`config.mk`:
```
export PLATFORM = sky130hd
export DESIGN_NAME = ldst_issue_ctrl
export DESIGN_NICKNAME = d
export VERILOG_FILES = /design/src/rtl/ldst_issue_ctrl.sv
export SDC_FILE = /design/constraint.sdc
export NUM_CORES = 1
export LEC_CHECK = 0
export ABC_CLOCK_PERIOD_IN_PS = 8800
export CORE_MARGIN = 1.5
export CORE_UTILIZATION = 43
export CTS_CLUSTER_DIAMETER = 80
export DETAILED_ROUTE_END_ITERATION = 6
export GPL_TIMING_DRIVEN = 0
export PLACE_DENSITY = 0.95
export SLEW_MARGIN = 10
export SYNTH_ARGS = -nofsm -noshare
export SYNTH_HDL_FRONTEND = slang
export SYNTH_SLANG_ARGS = --single-unit
```
`constraint.sdc`:
```
create_clock -name clk_i -period 8.8 [get_ports clk_i]
set_clock_uncertainty 0.15 [all_clocks]
set_input_delay 1.76 -clock clk_i [delete_from_list [all_inputs] [get_ports clk_i]]
set_output_delay 1.76 -clock clk_i [all_outputs]
set_load 0.02 [all_outputs]
```
`src/rtl/ldst_issue_ctrl.sv`:
```
// In-order issue controller for the load/store reservation station: tracks dispatch order
// and issues the oldest ready entry into a registered valid/ready stage. Optional LDST_ISSUE_PERF_EN adds perf counters.
module ldst_issue_ctrl #(
    parameter int ENT_NUM  = 4,
    parameter int ENT_SEL  = 2,
    parameter int DATA_LEN = 32,
    parameter int ADDR_LEN = 32,
    parameter int RRF_SEL  = 6
) (
    input  logic                clk_i,
    input  logic                reset_i,
    input  logic                we_1_i,
    input  logic                we_2_i,
    input  logic [ENT_SEL-1:0]  write_addr_1_i,
    input  logic [ENT_SEL-1:0]  write_addr_2_i,
    input  logic [ENT_NUM-1:0]  ready_vector_i,
    input  logic                flush_i,
    output logic [ENT_SEL-1:0]  issue_addr_o,
    output logic                clear_busy_o,
    input  logic [DATA_LEN-1:0] src_op_1_i,
    input  logic [DATA_LEN-1:0] src_op_2_i,
    input  logic [DATA_LEN-1:0] imm_i,
    input  logic [ADDR_LEN-1:0] pc_i,
    input  logic [RRF_SEL-1:0]  rrf_tag_i,
    input  logic                dst_val_i,
    output logic                issue_valid_o,
    input  logic                issue_ready_i,
    output logic [DATA_LEN-1:0] out_src_op_1_o,
    output logic [DATA_LEN-1:0] out_src_op_2_o,
    output logic [DATA_LEN-1:0] out_imm_o,
    output logic [ADDR_LEN-1:0] out_pc_o,
    output logic [RRF_SEL-1:0]  out_rrf_tag_o,
    output logic                out_dst_val_o,
    output logic                overflow_o
`ifdef LDST_ISSUE_PERF_EN
    ,
    output logic [31:0]         perf_issued_o,
    output logic [31:0]         perf_stall_o
`endif
);

    logic [ENT_SEL-1:0] order_q [ENT_NUM];
    logic [ENT_SEL-1:0] head_q, head_d;
    logic [ENT_SEL-1:0] tail_q, tail_d;
    logic [ENT_SEL:0]   count_q, count_d;
    logic               valid_q, valid_d;
    logic               overflow_q, overflow_d;
    logic [ENT_SEL-1:0] head_ent;
    logic               fire;
    logic               push_ok;
    logic [ENT_SEL+1:0] need;

    logic [DATA_LEN-1:0] src1_q, src2_q, imm_q;
    logic [ADDR_LEN-1:0] pc_q;
    logic [RRF_SEL-1:0]  tag_q;
    logic                dst_q;

    assign head_ent = order_q[head_q];

    // Fire is also held off during reset so nothing leaves the station while it is being cleared.
    assign fire = (count_q != '0) && ready_vector_i[head_ent] && (!valid_q || issue_ready_i)
                  && !flush_i && !reset_i;

    // A same-cycle pop frees its slot before the push capacity test.
    assign need    = (ENT_SEL+2)'(count_q) - (ENT_SEL+2)'(fire)
                   + (ENT_SEL+2)'(we_1_i) + (ENT_SEL+2)'(we_2_i);
    assign push_ok = (need <= (ENT_SEL+2)'(ENT_NUM));

    always_comb begin
        head_d     = head_q;
        tail_d     = tail_q;
        count_d    = count_q;
        valid_d    = valid_q;
        overflow_d = overflow_q;
        if (flush_i) begin
            head_d  = '0;
            tail_d  = '0;
            count_d = '0;
            valid_d = 1'b0;
        end else begin
            if (fire) begin
                head_d = head_q + ENT_SEL'(1);
            end
            if (push_ok) begin
                tail_d  = tail_q + ENT_SEL'(we_1_i) + ENT_SEL'(we_2_i);
                count_d = need[ENT_SEL:0];
            end else begin
                count_d    = count_q - (ENT_SEL+1)'(fire);
                overflow_d = 1'b1;
            end
            if (fire) begin
                valid_d = 1'b1;
            end else if (valid_q && issue_ready_i) begin
                valid_d = 1'b0;
            end
        end
    end

    always_ff @(posedge clk_i) begin
        if (reset_i) begin
            head_q     <= '0;
            tail_q     <= '0;
            count_q    <= '0;
            valid_q    <= 1'b0;
            overflow_q <= 1'b0;
        end else begin
            head_q     <= head_d;
            tail_q     <= tail_d;
            count_q    <= count_d;
            valid_q    <= valid_d;
            overflow_q <= overflow_d;
        end
    end

    always_ff @(posedge clk_i) begin
        if (!reset_i && !flush_i && push_ok) begin
            if (we_1_i) begin
                order_q[tail_q] <= write_addr_1_i;
                if (we_2_i) begin
                    order_q[tail_q + ENT_SEL'(1)] <= write_addr_2_i;
                end
            end else if (we_2_i) begin
                order_q[tail_q] <= write_addr_2_i;
            end
        end
    end

    always_ff @(posedge clk_i) begin
        if (reset_i) begin
            src1_q <= '0;
            src2_q <= '0;
            imm_q  <= '0;
            pc_q   <= '0;
            tag_q  <= '0;
            dst_q  <= 1'b0;
        end else if (fire) begin
            src1_q <= src_op_1_i;
            src2_q <= src_op_2_i;
            imm_q  <= imm_i;
            pc_q   <= pc_i;
            tag_q  <= rrf_tag_i;
            dst_q  <= dst_val_i;
        end
    end

`ifdef LDST_ISSUE_PERF_EN
    logic [31:0] issued_q, stall_q;

    always_ff @(posedge clk_i) begin
        if (reset_i) begin
            issued_q <= '0;
            stall_q  <= '0;
        end else begin
            if (fire) begin
                issued_q <= issued_q + 32'd1;
            end else if (count_q != '0) begin
                stall_q <= stall_q + 32'd1;
            end
        end
    end

    assign perf_issued_o = issued_q;
    assign perf_stall_o  = stall_q;
`endif

    assign issue_addr_o   = (count_q != '0) ? head_ent : '0;
    assign clear_busy_o   = fire;
    assign issue_valid_o  = valid_q;
    assign out_src_op_1_o = src1_q;
    assign out_src_op_2_o = src2_q;
    assign out_imm_o      = imm_q;
    assign out_pc_o       = pc_q;
    assign out_rrf_tag_o  = tag_q;
    assign out_dst_val_o  = dst_q;
    assign overflow_o     = overflow_q;

endmodule

```
==> summary.txt <==
Synth
  – Most common cell in the netlist: nand2_1
  – Mapped cell area: 5830 um^2
  – Syn avg cell area: 8.33 um^2
  – Synth Warn #: 0
  – Register area share after synthesis: 54.3%
  – Predominant post-synthesis flop cell: dfxtp_1
  – Top cells by count, synth: 276 x nand2_1, 146 x dfxtp_1, 141 x a21oi_1
  – Area contributors post-synth: dfxtp_1 50%, nand2_1 18%, a21oi_1 12%
  – Yosys cell types: 34
  – Post-synth top area share: approximately half
  – Synthesized flop and latch total: about 150
  – Fraction of registers with async set/reset: 0%
  – Synthesized instance count: approximately 700
  – Cell taking the most area after synthesis: dfxtp_1
  – Number of synthesized flops with an enable pin: 8
  – Syn nets: ~860

Die
  – Initial Util: 44.0%
  – Die H: 119 um
  – Die X-Extent: 119 um
  – Core Box Area: roughly 13000 um^2
  – Row count: 42
  – I/O Pins: 289
  – Die Area: 14300 um^2

Global routing
  – Tot GR Track Use: ~26%
  – Initial antenna violation count: 0
  – Congestion Overflow GR: 0
  – Largest net degree at the start of global routing: 17
  – Global-route wire length before repair: 28900 um
  – Vias in the first global route: around 6000

Clock network
  – TritonCTS clock tree: done
  – CTS sink cnt: 154
  – Post_cts resized: 0
  – H-tree depth: 4
  – CTS Hold Buffers Added: 0
  – Post-CTS setup buffers: 0
  – Root buffer cell: clkbuf_16
  – CTS buffer count: 17
  – Clock-pin slew on the worst setup and hold paths: 0.06 ns
  – CTS max path bufs: 2
  – Clock latency on the worst-skew pair: between 0.4 and 0.5 ns

Detailed routing
  – Avg WL per Cell: 15.6 um
  – Drt drc: 0
  – Post-DRT Antenna Nets: 0
  – Total wire length: 18600 um
  – DRT Pass-1 Iters: 5
  – Vias: 5999
  – DR vias/cell: 5.02
  – DRT iter0 DRCs: 322

Timing
  – Crit path time final: between 6 and 7 ns
  – Hold WS: 0.302 ns
  – Final setup fails: 0
  – Fin crit share: 75.3%
  – Max_slew headroom: 52.1%
  – Final Hold Fails: 0
  – Setup Total Neg Slack: 0 ns
  – Pins Over Slew Limit: 0
  – RSZ-0062 raised after global routing: no
  – F_max: 151 MHz
  – Worst-Margin Slew: 0.719 ns

Finish
  – Final #Nets: between 1000 and 1500
  – Antenna Cells: 0
  – Share of post-route cells with drive strength above 1: 7.07%
  – Area Growth Syn to Fin: 63.2%
  – Layout fillers: 936
  – Final core occ: between 70 and 80%

Setup path
  – CP required: 8.75 ns
  – Crit path DAT: 6.58 ns
  – CP max FO: 12
  – Crit Path Class: in2reg
  – Critical Path End Type: register
  – Worst Setup Start Kind: primary input

Power and ir drop
  – Power per cell area: 213 nW/um^2
  – Lkg Pwr: 0.00329 uW
  – Worst vdd ir: ~0.17 mV

Place
  – DP HPWL: 13700 um
  – GP Congestion: 0.842
  – I/O Buffers: 288

Flow run
  – # Max-Cap Violations: 0

Run status
  – Outcome: finished clean

Min path
  – Worst min path class: reg2reg
==> cell usage in the layout, fill, tap and decap left out, types with 3 or more instances in the layout <==
cell type and count:
nand3_1 3, buf_6 14, inv_1 8, clkinv_2 4
clkdlybuf4s50_1 288, o21ai_0 10, nand2_1 276, nor2_1 12
mux2_2 8, or2_2 3, ha_1 5, a21oi_1 141
clkbuf_16 17, nand4_1 4, edfxtp_1 8, fa_1 3
buf_2 11, clkbuf_1 24, mux2i_1 5, dfxtp_1 146
clkinv_4 3
==> logic make-up (layout without fill, tap and decap cells) <==
kind of cell | count (synthesis) | in the layout | synth area share [%]
and+or+nand+nor | 305 | 305 | 20.4
buffers and inverters | 58 | 378 | 5.84
muxes | 15 | 15 | 3.18
adders and majority gates | 8 | 8 | 2.10
DFF | 154 | 154 | 54.3
xor gates and xnor gates | 2 | 2 | 0.301
AOI/OAI and AO/OA | 157 | 157 | 13.8
==> flip-flops by register name (all words and copies together), names as in the netlist, named ones only <==
signal          count
out_imm_o          32
out_pc_o           32
out_src_op_1_o     32
out_src_op_2_o     32
order_q             8
out_rrf_tag_o       6
count_q             3
head_q              2
tail_q              2
issue_valid_o       1
out_dst_val_o       1
overflow_o          1
==> layout make-up <==
cell class / instances / area (um^2) / share of cell area, %
flip-flops and latches: 154 / 3160 / 33.3
repair buffers: 288 / 2880 / 30.3
multi-input cells: 487 / 2320 / 24.4
clock inverters: 11 / 120 / 1.26
inverters: 9 / 33.8 / 0.355
clock buffers: 21 / 460 / 4.84
well taps: 176 / 220 / 2.32
plain buffers: 49 / 307 / 3.22
==> worst paths after layout <==
check | start | to | slack (ns) | depth (start not counted)
hold reg to reg | out_rrf_tag_o[5]$_SDFFE_PP0P_ | out_rrf_tag_o[5]$_SDFFE_PP0P_ | 0.30 | 2
setup / recovery | reset_i | order_q[0][0]$_DFFE_PP_ | 2.17 | 18
setup reg to reg | register | order_q[0][0]$_DFFE_PP_ | 3.52 | 16
hold / removal | out_rrf_tag_o[5]$_SDFFE_PP0P_ | out_rrf_tag_o[5]$_SDFFE_PP0P_ | 0.30 | 2
==> layer usage <==
metal / track usage (%) / vias to the layer above / part of all wire [%]
li1: - / 2899 / -
met1: 27.4 / 2750 / 38
met2: 45.9 / 274 / 49
met3: 8.19 / 76 / 7.7
met4: 13.9 / 0 / 5.1
met5: 0 / - / 0
==> where the power goes <==
part / switching, uW / internal, uW
clock network: 288 / 432
logic: 269 / 238
registers: 33.3 / 762
total: 590 / 1430
==> worst max-delay path: stages <==
cell and delay (ns):
clkdlybuf4s50_1 0.45, or2_2 0.31, buf_1 0.20, or4b_1 0.53, o22a_1 0.29, inv_2 0.09
buf_6 0.18, buf_6 0.18, ha_1 0.14, inv_1 0.05, fa_1 0.40, fa_1 0.39
xnor2_1 0.22, o21ai_0 0.13, mux2i_1 0.41, clkbuf_1 0.45, nand2_1 0.13, a21oi_1 0.27
==> per-stage QoR <==
step	power, uW	setup WS, ns	instances	cell area (um^2)
floorplan	1080	2.91	699	5830
global placement	1300	1.93	1163	8930
detailed placement	1310	1.82	1163	8930
CTS	2030	2.19	1195	9510
global route	2110	1.79	1195	9510
finish	2020	2.17	1195	9510
Power figures use the tool's default switching activity.
